[src/rtl/fetch_sequencer.sv]
// rtl/fetch_sequencer.sv - instruction fetch/decode/execute sequencer with branch and halt handling
// Define FETCH_TIMEOUT_EN to trap a fetch that waits 16 un-acked cycles into a sticky ERROR state.
module fetch_sequencer (
    input  logic        clk,
    input  logic        reset,
    input  logic        run,
    input  logic [11:0] pc_in,
    output logic        imem_req,
    output logic [11:0] imem_addr,
    input  logic        imem_ack,
    input  logic [15:0] imem_rdata,
    input  logic        zero_flag,
    output logic        exec_start,
    input  logic        exec_done,
    output logic        PC_Write,
    output logic        PC_Src,
    output logic [11:0] PC_offset,
    output logic [15:0] instr_out,
    output logic [15:0] retired,
    output logic        halted,
    output logic        fault
);

    typedef enum logic [2:0] {
        S_IDLE,
        S_FETCH,
        S_DECODE,
        S_EXEC,
        S_EXEC_WAIT,
        S_UPDATE,
`ifdef FETCH_TIMEOUT_EN
        S_HALT,
        S_ERROR
`else
        S_HALT
`endif
    } state_t;

    localparam logic [3:0] OP_HALT  = 4'hF;
    localparam logic [3:0] OP_JUMP  = 4'hD;
    localparam logic [3:0] OP_BZERO = 4'hC;

    state_t      state_q, state_d;
    logic [15:0] ir_q, ir_d;
    logic        take_q, take_d;
    logic [15:0] retired_q, retired_d;
`ifdef FETCH_TIMEOUT_EN
    logic [3:0]  wait_q, wait_d;
`endif

    always_ff @(posedge clk) begin
        if (reset) begin
            state_q   <= S_IDLE;
            ir_q      <= '0;
            take_q    <= 1'b0;
            retired_q <= '0;
`ifdef FETCH_TIMEOUT_EN
            wait_q    <= '0;
`endif
        end else begin
            state_q   <= state_d;
            ir_q      <= ir_d;
            take_q    <= take_d;
            retired_q <= retired_d;
`ifdef FETCH_TIMEOUT_EN
            wait_q    <= wait_d;
`endif
        end
    end

    always_comb begin
        state_d    = state_q;
        ir_d       = ir_q;
        take_d     = take_q;
        retired_d  = retired_q;
`ifdef FETCH_TIMEOUT_EN
        wait_d     = wait_q;
`endif
        imem_req   = 1'b0;
        imem_addr  = '0;
        exec_start = 1'b0;
        PC_Write   = 1'b0;
        PC_Src     = 1'b0;
        PC_offset  = '0;
        halted     = 1'b0;

        case (state_q)
            S_IDLE: begin
                if (run) begin
                    state_d = S_FETCH;
`ifdef FETCH_TIMEOUT_EN
                    wait_d  = '0;
`endif
                end
            end
            S_FETCH: begin
                imem_req  = 1'b1;
                imem_addr = pc_in;
                if (imem_ack) begin
                    ir_d    = imem_rdata;
                    state_d = S_DECODE;
                end else begin
`ifdef FETCH_TIMEOUT_EN
                    // wait_q counts prior misses, so 15 here means this is the 16th
                    if (wait_q == 4'hF) begin
                        state_d = S_ERROR;
                    end
                    wait_d = 4'(wait_q + 4'd1);
`endif
                end
            end
            S_DECODE: begin
                case (ir_q[15:12])
                    OP_HALT: begin
                        state_d = S_HALT;
                    end
                    OP_JUMP: begin
                        take_d  = 1'b1;
                        state_d = S_UPDATE;
                    end
                    OP_BZERO: begin
                        take_d  = zero_flag;
                        state_d = S_UPDATE;
                    end
                    default: begin
                        take_d  = 1'b0;
                        state_d = S_EXEC;
                    end
                endcase
            end
            S_EXEC: begin
                exec_start = 1'b1;
                state_d    = S_EXEC_WAIT;
            end
            S_EXEC_WAIT: begin
                if (exec_done) begin
                    state_d = S_UPDATE;
                end
            end
            S_UPDATE: begin
                PC_Write  = 1'b1;
                PC_Src    = take_q;
                PC_offset = ir_q[11:0];
                retired_d = retired_q + 16'd1;
                // run is only honoured here so an instruction is never cut short
                if (run) begin
                    state_d = S_FETCH;
`ifdef FETCH_TIMEOUT_EN
                    wait_d  = '0;
`endif
                end else begin
                    state_d = S_IDLE;
                end
            end
            S_HALT: begin
                halted = 1'b1;
            end
`ifdef FETCH_TIMEOUT_EN
            S_ERROR: begin
            end
`endif
            default: begin
                state_d = S_IDLE;
            end
        endcase
    end

    assign instr_out = ir_q;
    assign retired   = retired_q;

`ifdef FETCH_TIMEOUT_EN
    assign fault = (state_q == S_ERROR);
`else
    assign fault = 1'b0;
`endif

endmodule

[config.mk]
export PLATFORM = sky130hd
export DESIGN_NAME = fetch_sequencer
export DESIGN_NICKNAME = d
export VERILOG_FILES = /design/src/rtl/fetch_sequencer.sv
export SDC_FILE = /design/constraint.sdc
export NUM_CORES = 1
export LEC_CHECK = 0
export ABC_AREA = 1
export CAP_MARGIN = 20
export CORE_ASPECT_RATIO = 1.2
export CORE_MARGIN = 4
export CORE_UTILIZATION = 45
export CTS_BUF_LIST = sky130_fd_sc_hd__clkbuf_8
export DETAILED_ROUTE_END_ITERATION = 10
export DONT_BUFFER_PORTS = 1
export PLACE_DENSITY_LB_ADDON = 0.08
export SYNTH_ARGS = -nofsm -noshare
export SYNTH_HDL_FRONTEND = slang
export SYNTH_SLANG_ARGS = --single-unit
[constraint.sdc]
create_clock -name clk -period 3.9 [get_ports clk]
set_input_delay 1.17 -clock clk [delete_from_list [all_inputs] [get_ports clk]]
set_output_delay 1.17 -clock clk [all_outputs]
set_load 0.005 [all_outputs]
==> results of run 1 <==
layout by cell type, fill, tap and decap left out, types with 2 or more instances in the layout:
master / count
sky130_fd_sc_hd__a21oi_1: 25
sky130_fd_sc_hd__nand3_1: 10
sky130_fd_sc_hd__nor3_4: 2
sky130_fd_sc_hd__nand3_4: 2
sky130_fd_sc_hd__o21ai_0: 25
sky130_fd_sc_hd__dfxtp_1: 36
sky130_fd_sc_hd__nand2_2: 2
sky130_fd_sc_hd__xor2_1: 2
sky130_fd_sc_hd__nor2_1: 51
sky130_fd_sc_hd__clkbuf_8: 7
sky130_fd_sc_hd__inv_2: 2
sky130_fd_sc_hd__nand4_1: 3
sky130_fd_sc_hd__nor3_1: 4
sky130_fd_sc_hd__inv_1: 52
sky130_fd_sc_hd__nand2_1: 36
registers in the layout, summed over array words and instances, names as in the netlist:
signal	cells
instr_out	16
take_q	1
retired	16
state_q	3
stage by stage:
step                      utilization (%)  hold WS, ns  std cells
after floorplan                         -        0.443        272
after global placement               47.0        0.450        316
after detailed placement             47.0        0.452        316
after CTS                            49.4        0.462        323
after global routing                 49.4        0.482        323
final                                49.4        0.460        323
worst max-delay path by stage:
stage	from	endpoint	slack, ns	depth (start not counted)
3_3_place_gp	pc_in[5]	imem_addr[5]	1.41	2
5_1_grt	state_q[2]	PC_Src	1.22	2
2_1_floorplan	pc_in[0]	imem_addr[0]	1.43	2
6_report	state_q[2]	PC_Src	1.35	2
4_1_cts	state_q[2]	PC_Src	1.32	2
3_5_place_dp	pc_in[5]	imem_addr[5]	1.41	2
logic make-up (layout without fill, tap and decap cells):
logic type / count (synthesis) / count (layout) / synth area share (%)
flip-flops: 36 / 36 / 39.0
XOR/XNOR: 3 / 3 / 1.42
AO/OA/AOI/OAI: 51 / 51 / 13.9
buffers and inverters: 64 / 61 / 14.5
other: 1 / 1 / 0.203
adder cells (fa/ha/maj): 1 / 1 / 0.676
AND/OR/NAND/NOR: 116 / 116 / 30.2
worst reg2reg max path: cells and delay by family (launching register included):
family                 cells  cell delay (ns)
AO/OA/AOI/OAI              2             0.32
buffers and inverters      2             0.24
flip-flops                 1             0.42
AND/OR/NAND/NOR            3             0.55
metal layers:
metal  part of all wire (%)  up-vias
met1                     41      663
met5                   0.18        -
li1                       -      832
met4                    1.8        2
met2                     47       59
met3                     10        8
area by class of cell:
| class | instances | share of cell area [%] |
|---|---|---|
| clock buffer | 7 | 4.95 |
| tap | 54 | 3.47 |
| sequential | 36 | 37.0 |
| multi-input combinational | 172 | 44.2 |
| inverter | 54 | 10.4 |
power by group:
part / total (uW) / switching [uW] / internal [uW]
clock network: 283 / 126 / 157
logic: 136 / 95.8 / 40.2
registers: 433 / 31.6 / 401
==> flow_summary.rst, run 1 <==
.. list-table::
   :header-rows: 1

   * - Metric
     - Value
   * - Global-route usage over all layers
     - 15.7%
   * - Slew at the pin closest to its max-slew limit
     - 0.566 ns
   * - Total vias in the final route
     - 1564
   * - Largest driver fanout on the critical path
     - 23
   * - Clock skew after layout
     - 0.00517 ns
   * - Portion of the post-synthesis area used by sequential elements
     - 39.0%
   * - Count of routing violations after the opening detailed-route iteration
     - 54
   * - Clock-pin slew of the registers on the worst-case setup and hold paths
     - 0.07 ns
   * - Hold Crit Class
     - register to register
   * - Max stage delay cell, worst path
     - sky130_fd_sc_hd__dfxtp_1
   * - Storage element area
     - 721 sq um
   * - Power, Total
     - 852 uW
   * - CTS root buf
     - sky130_fd_sc_hd__clkbuf_8
   * - Drt via density
     - 4.84
   * - Number of nets at the end of the flow
     - 304
   * - Slack of the critical path
     - 1.35 ns
   * - R2R Path End
     - instr_out[9]
   * - Ratio of cells with drive above 1 in the final layout
     - 7.06%
   * - Initial Utilization
     - 46.9%
   * - Detailed placement HPWL
     - 2980 microns
   * - Final wirelength
     - 3970 microns
   * - Wire length of the first global-routing pass
     - 6280 microns
   * - Final critical delay including setup and external delays
     - 2.55 ns
   * - Clock tree from TritonCTS
     - yes
   * - RSZ-0062 raised after global routing
     - no
   * - Number of warning messages in the yosys log
     - 0
   * - Hold-fix buffer count after cts
     - 0
   * - Outcome
     - completed
   * - Number of optimization iterations in the first detailed-route pass
     - 4
   * - Synthesized area
     - 1850 sq um
   * - Count of distinct cell types in the synthesized netlist
     - 28
   * - DIE HEIGHT
     - 78.2 microns
   * - Worst Setup Path Type
     - register to output port
   * - Final worst path period share
     - 65.3%
   * - ANT nets after route
     - 0
   * - Post_cts resized
     - 0
   * - Req. time, crit path
     - 2.73 ns
   * - Final count of pins violating max slew
     - 0
   * - Critical path's top delay family
     - simple AND/OR/NAND/NOR gates
   * - Arrival time worst endpoint
     - 1.38 ns
   * - Critical path cell sequence
     - nand3_4 -> nor2_1
   * - Largest incremental delay on the critical path
     - 0.49 ns
   * - Core ar.
     - 3940 sq um
   * - VDD IR max
     - 222 uV
   * - Number of global-route vias before repair
     - 1383
   * - Overflow left after global routing
     - 0
   * - Grt met1 use
     - 17.0%
   * - Achievable frequency
     - 393 MHz
   * - Count of flip-flops with a built-in enable after synthesis
     - 0
   * - Area fraction of the dominant cell type after synthesis
     - 39.0%
   * - Slew HR
     - 62.2%
   * - Number of top-level pins
     - 96
   * - Worst-case hold path end point
     - take_q
   * - Most used flip-flop cell after synthesis
     - sky130_fd_sc_hd__dfxtp_1
   * - Rows
     - 25
   * - Die Footprint
     - 5200 sq um
   * - Total clock buffers created by CTS
     - 5
   * - Synthesis-to-finish area growth
     - 5.28%
   * - Number of max-capacitance violations reported
     - 0
   * - WHS Path Cells
     - 2
   * - Buf/Inv on CP
     - 0
   * - Async set or reset register ratio after synthesis
     - 0%
   * - Synth Register Bits
     - 36
   * - Final setup violation count
     - 0
   * - Syn_nets
     - 307
   * - Startpoint of the worst register-to-register path
     - state_q[0]
   * - Cell Pwr Density
     - 438 nW/um^2
   * - Type of element launching the critical path
     - register
   * - Clock H-tree levels
     - 2
   * - Initial antenna violation count
     - 1
   * - Post-Syn Instances
     - 272
   * - Total number of clock tree sinks
     - 36
   * - Top cells by count, synth
     - sky130_fd_sc_hd__inv_1, sky130_fd_sc_hd__nor2_1, sky130_fd_sc_hd__dfxtp_1, sky130_fd_sc_hd__nand2_1
   * - Count of buffers added by post-CTS timing repair for setup
     - 0
   * - P_leak
     - 0.000859 uW
   * - Multi-input gate area
     - 860 sq um
   * - Antenna diode count
     - 0
   * - Input/output buffers
     - 0
   * - Residual DRC
     - 0
   * - Synth area leaders
     - sky130_fd_sc_hd__dfxtp_1, sky130_fd_sc_hd__inv_1, sky130_fd_sc_hd__nor2_1
   * - Maximum clock path buffer count
     - 2
   * - Routability-driven placement congestion ratio
     - 0.755
   * - Hold Vio Cnt, Final
     - 0
   * - Length in cells of the worst reg-to-reg path
     - 7
   * - Startpoint of the lowest-slack hold path
     - take_q
   * - Largest net degree at the start of global routing
     - 31
   * - Placed Instance Area
     - 1850 sq um
   * - Mean post-synth cell area
     - 6.80 sq um
   * - Filler cell count in the final layout
     - 433
   * - Grt met2 use
     - 25.7%
   * - Drt wl/cell
     - 12.3 microns
   * - Most frequently used cell type in the post-synthesis netlist
     - sky130_fd_sc_hd__inv_1
   * - Pre-CTS setup slack
     - 1.41 ns
   * - Largest area contributor in the synthesized netlist
     - sky130_fd_sc_hd__dfxtp_1
   * - Setup TNS after final layout
     - 0 ns
   * - Kind of end point of the critical path
     - output port
   * - Die X-Extent
     - 66.5 microns
   * - Worst skew pair latency
     - 0.28 ns
   * - Global-route track usage on met3
     - 7.58%
   * - Post-Layout Inst Area
     - 1950 sq um
   * - Reg2Reg Setup Slack
     - 2.24 ns
   * - Most crowded layer after global routing
     - met2
No activity file was read; power rests on OpenSTA's default activity.
==> inputs of run 2 (changes only) <==
==> constraint.sdc (replaced) <==
create_clock -name clk -period 2.1 [get_ports clk]
set_input_delay 0.63 -clock clk [delete_from_list [all_inputs] [get_ports clk]]
set_output_delay 0.63 -clock clk [all_outputs]
set_load 0.005 [all_outputs]
==> run 2 against run 1 <==
Against the previous run:
- clock power grew 86%
- register-to-register slack lost 1.8 ns
- cell area is essentially flat
- clock skew shrank 0.0016 ns
- critical endpoint is now PC_offset[1]
- worst setup slack lost 1.2 ns
- non-clock buffer count is the same
- flip-flop and latch count is the same
- power grew 86%
- die area is the same
- first-iteration DRC count shrank 7.4%
- critical path depth grew 1
==> flow_summary.rst, run 2 (synthesis results as in run 1) <==
.. list-table::
   :header-rows: 1

   * - Metric
     - Value
   * - Largest net degree at the start of global routing
     - 31 (unchanged)
   * - Register share of total power
     - 50.7% (was 50.8%)
   * - Slew at the pin closest to its max-slew limit
     - 0.577 ns (was 0.566 ns)
   * - Antenna diode count
     - 0 (unchanged)
   * - Type of element launching the critical path
     - register (unchanged)
   * - Clock tree from TritonCTS
     - yes (unchanged)
   * - Initial Utilization
     - 46.9% (unchanged)
   * - Input/output buffers
     - 0 (unchanged)
   * - Clock skew after layout
     - 0.00357 ns (was 0.00517 ns)
   * - Total clock buffers created by CTS
     - 5 (unchanged)
   * - Total vias in the final route
     - 1589 (was 1564)
   * - Length in cells of the worst reg-to-reg path
     - 7 (unchanged)
   * - Number of optimization iterations in the first detailed-route pass
     - 4 (unchanged)
   * - Ratio of cells with drive above 1 in the final layout
     - 7.43% (was 7.06%)
   * - Combinational fraction of design power
     - 16.2% (was 16.0%)
   * - Total number of clock tree sinks
     - 36 (unchanged)
   * - Commonest non-fill, non-tap cells in the layout
     - sky130_fd_sc_hd__inv_1, sky130_fd_sc_hd__nor2_1, sky130_fd_sc_hd__nand2_1 (was sky130_fd_sc_hd__inv_1, sky130_fd_sc_hd__nor2_1, sky130_fd_sc_hd__nand2_1, sky130_fd_sc_hd__dfxtp_1)
   * - Final wirelength
     - 4100 microns (was 3970 microns)
   * - Final count of pins violating max slew
     - 0 (unchanged)
   * - CTS root buf
     - sky130_fd_sc_hd__clkbuf_8 (unchanged)
   * - Req. time, crit path
     - 1.47 ns (was 2.73 ns)
   * - Number of global-route vias before repair
     - 1497 (was 1383)
   * - Kind of end point of the critical path
     - output port (unchanged)
   * - Drt via density
     - 4.92 (was 4.84)
   * - Cell Pwr Density
     - 814 nW/um^2 (was 438 nW/um^2)
   * - Worst Setup Path Type
     - register to output port (unchanged)
   * - Reg2Reg Setup Slack
     - 0.44 ns (was 2.24 ns)
   * - Startpoint of the lowest-slack hold path
     - reset (was take_q)
   * - Final critical delay including setup and external delays
     - 1.97 ns
   * - Clock-pin slew of the registers on the worst-case setup and hold paths
     - 0.07 ns (about the same)
   * - R2R Path End
     - instr_out[6] (was instr_out[9])
   * - RSZ-0062 raised after global routing
     - no (unchanged)
   * - Arrival time worst endpoint
     - 1.34 ns (was 1.38 ns)
   * - Most common cell after layout, fill and taps aside
     - sky130_fd_sc_hd__inv_1 (unchanged)
   * - Count of routing violations after the opening detailed-route iteration
     - 50 (was 54)
   * - Detailed placement HPWL
     - 3090 microns (was 2980 microns)
   * - Number of top-level pins
     - 96 (unchanged)
   * - P_int
     - 1110 uW (was 599 uW)
   * - Hold Crit Class
     - input pin to register (was register to register)
   * - Clock H-tree levels
     - 2 (unchanged)
   * - Power, Total
     - 1590 uW (was 852 uW)
   * - Core ar.
     - 3940 sq um (unchanged)
   * - Final worst path period share
     - 93.8%
   * - Maximum clock path buffer count
     - 2 (unchanged)
   * - Max stage delay cell, worst path
     - sky130_fd_sc_hd__dfxtp_1 (unchanged)
   * - Final setup violation count
     - 0 (unchanged)
   * - Startpoint of the worst register-to-register path
     - state_q[0] (unchanged)
   * - Critical path cell sequence
     - inv_1 -> nand3_4 -> nor2_1 (was nand3_4 -> nor2_1)
   * - Count of buffers added by post-CTS timing repair for setup
     - 0 (unchanged)
   * - Drt wl/cell
     - 12.7 microns (was 12.3 microns)
   * - Residual DRC
     - 0 (unchanged)
   * - WHS Path Cells
     - 1 (was 2)
   * - ANT nets after route
     - 0 (unchanged)
   * - Largest incremental delay on the critical path
     - 0.34 ns (was 0.49 ns)
   * - Achievable frequency
     - 508 MHz
   * - Number of max-capacitance violations reported
     - 0 (unchanged)
   * - Largest driver fanout on the critical path
     - 23 (unchanged)
   * - VDD IR max
     - 366 uV (was 222 uV)
   * - Synthesis-to-finish area growth
     - 5.35% (was 5.28%)
   * - Clock power frac
     - 33.1% (was 33.2%)
   * - Die X-Extent
     - 66.5 microns (unchanged)
   * - Slew HR
     - 61.5% (was 62.2%)
   * - P_leak
     - 0.000860 uW (was 0.000859 uW)
   * - Setup TNS after final layout
     - 0 ns (unchanged)
   * - Routability-driven placement congestion ratio
     - 0.792 (was 0.755)
   * - Worst-case hold path end point
     - state_q[2] (was take_q)
   * - Rows
     - 25 (unchanged)
   * - Number of nets at the end of the flow
     - 304 (unchanged)
   * - Worst hold-check slack
     - 0.407 ns (was 0.460 ns)
   * - Global-route usage over all layers
     - 16.7% (was 15.7%)
   * - Die Footprint
     - 5200 sq um (unchanged)
   * - Outcome
     - completed (unchanged)
   * - Switching part of the total power
     - 29.8% (was 29.7%)
   * - Initial antenna violation count
     - 0 (was 1)
   * - Worst skew pair latency
     - 0.28 ns (about the same)
   * - Overflow left after global routing
     - 0 (unchanged)
   * - Hold Vio Cnt, Final
     - 0 (unchanged)
   * - Wire length of the first global-routing pass
     - 6730 microns (was 6280 microns)
   * - Switching power
     - 473 uW (was 254 uW)
   * - DIE HEIGHT
     - 78.2 microns (unchanged)
run 2: metal layers:
metal  track usage, %  vias to the layer above  routed length, microns
li1                 -                      835                       -
met5                0                        -                       0
met1             18.5                      694                    1720
met2             28.0                       54                    1930
met4             6.71                        0                      68
met3             6.58                        6                     388
run 2: metrics by stage:
step	instances	area (sq um)	util, %	setup slack [ns]
final	323	1950	49.4	0.130
after CTS	323	1950	49.4	0.0701
after detailed placement	316	1850	47.0	0.389
after floorplan	272	1850	-	0.418
after global routing	323	1950	49.4	0.0300
after global placement	316	1850	47.0	0.419
run 2: area by class of cell:
class,count,area (sq um)
fill,432,1990
multi-input combinational,172,860
sequential,36,722
inverter,54,203
clock buffer,7,96.3
tap,54,67.6
run 2: worst max-delay path by stage:
stage / startpoint / endpoint / slack, ns / cells past startpoint
floorplan: state_q[2] / PC_offset[10] / 0.42 / 4
global placement: state_q[2] / PC_offset[9] / 0.42 / 2
detailed placement: state_q[2] / PC_offset[1] / 0.39 / 2
CTS: state_q[2] / PC_Src / 0.07 / 2
global route: state_q[1] / PC_Src / 0.03 / 3
finish: state_q[1] / PC_offset[1] / 0.13 / 3
run 2: repair_timing:
item	in CTS	in global routing
gates resized for setup	0	1
setup endpoints to repair	0	11
hold buffers	0	0
run 2: critical path, delay by kind of cell, from the launching register on:
family	cells	cell delay (ns)
flops	1	0.34
buf+inv	1	0.15
simple gates	2	0.56
run 2: power groups by stage:
stage / Clock [uW] / Sequential [uW] / Combinational [uW]
floorplan: 0 / 805 / 241
global placement: 0 / 821 / 257
detailed placement: 0 / 820 / 260
CTS: 547 / 806 / 260
global route: 576 / 813 / 304
finish: 525 / 804 / 257
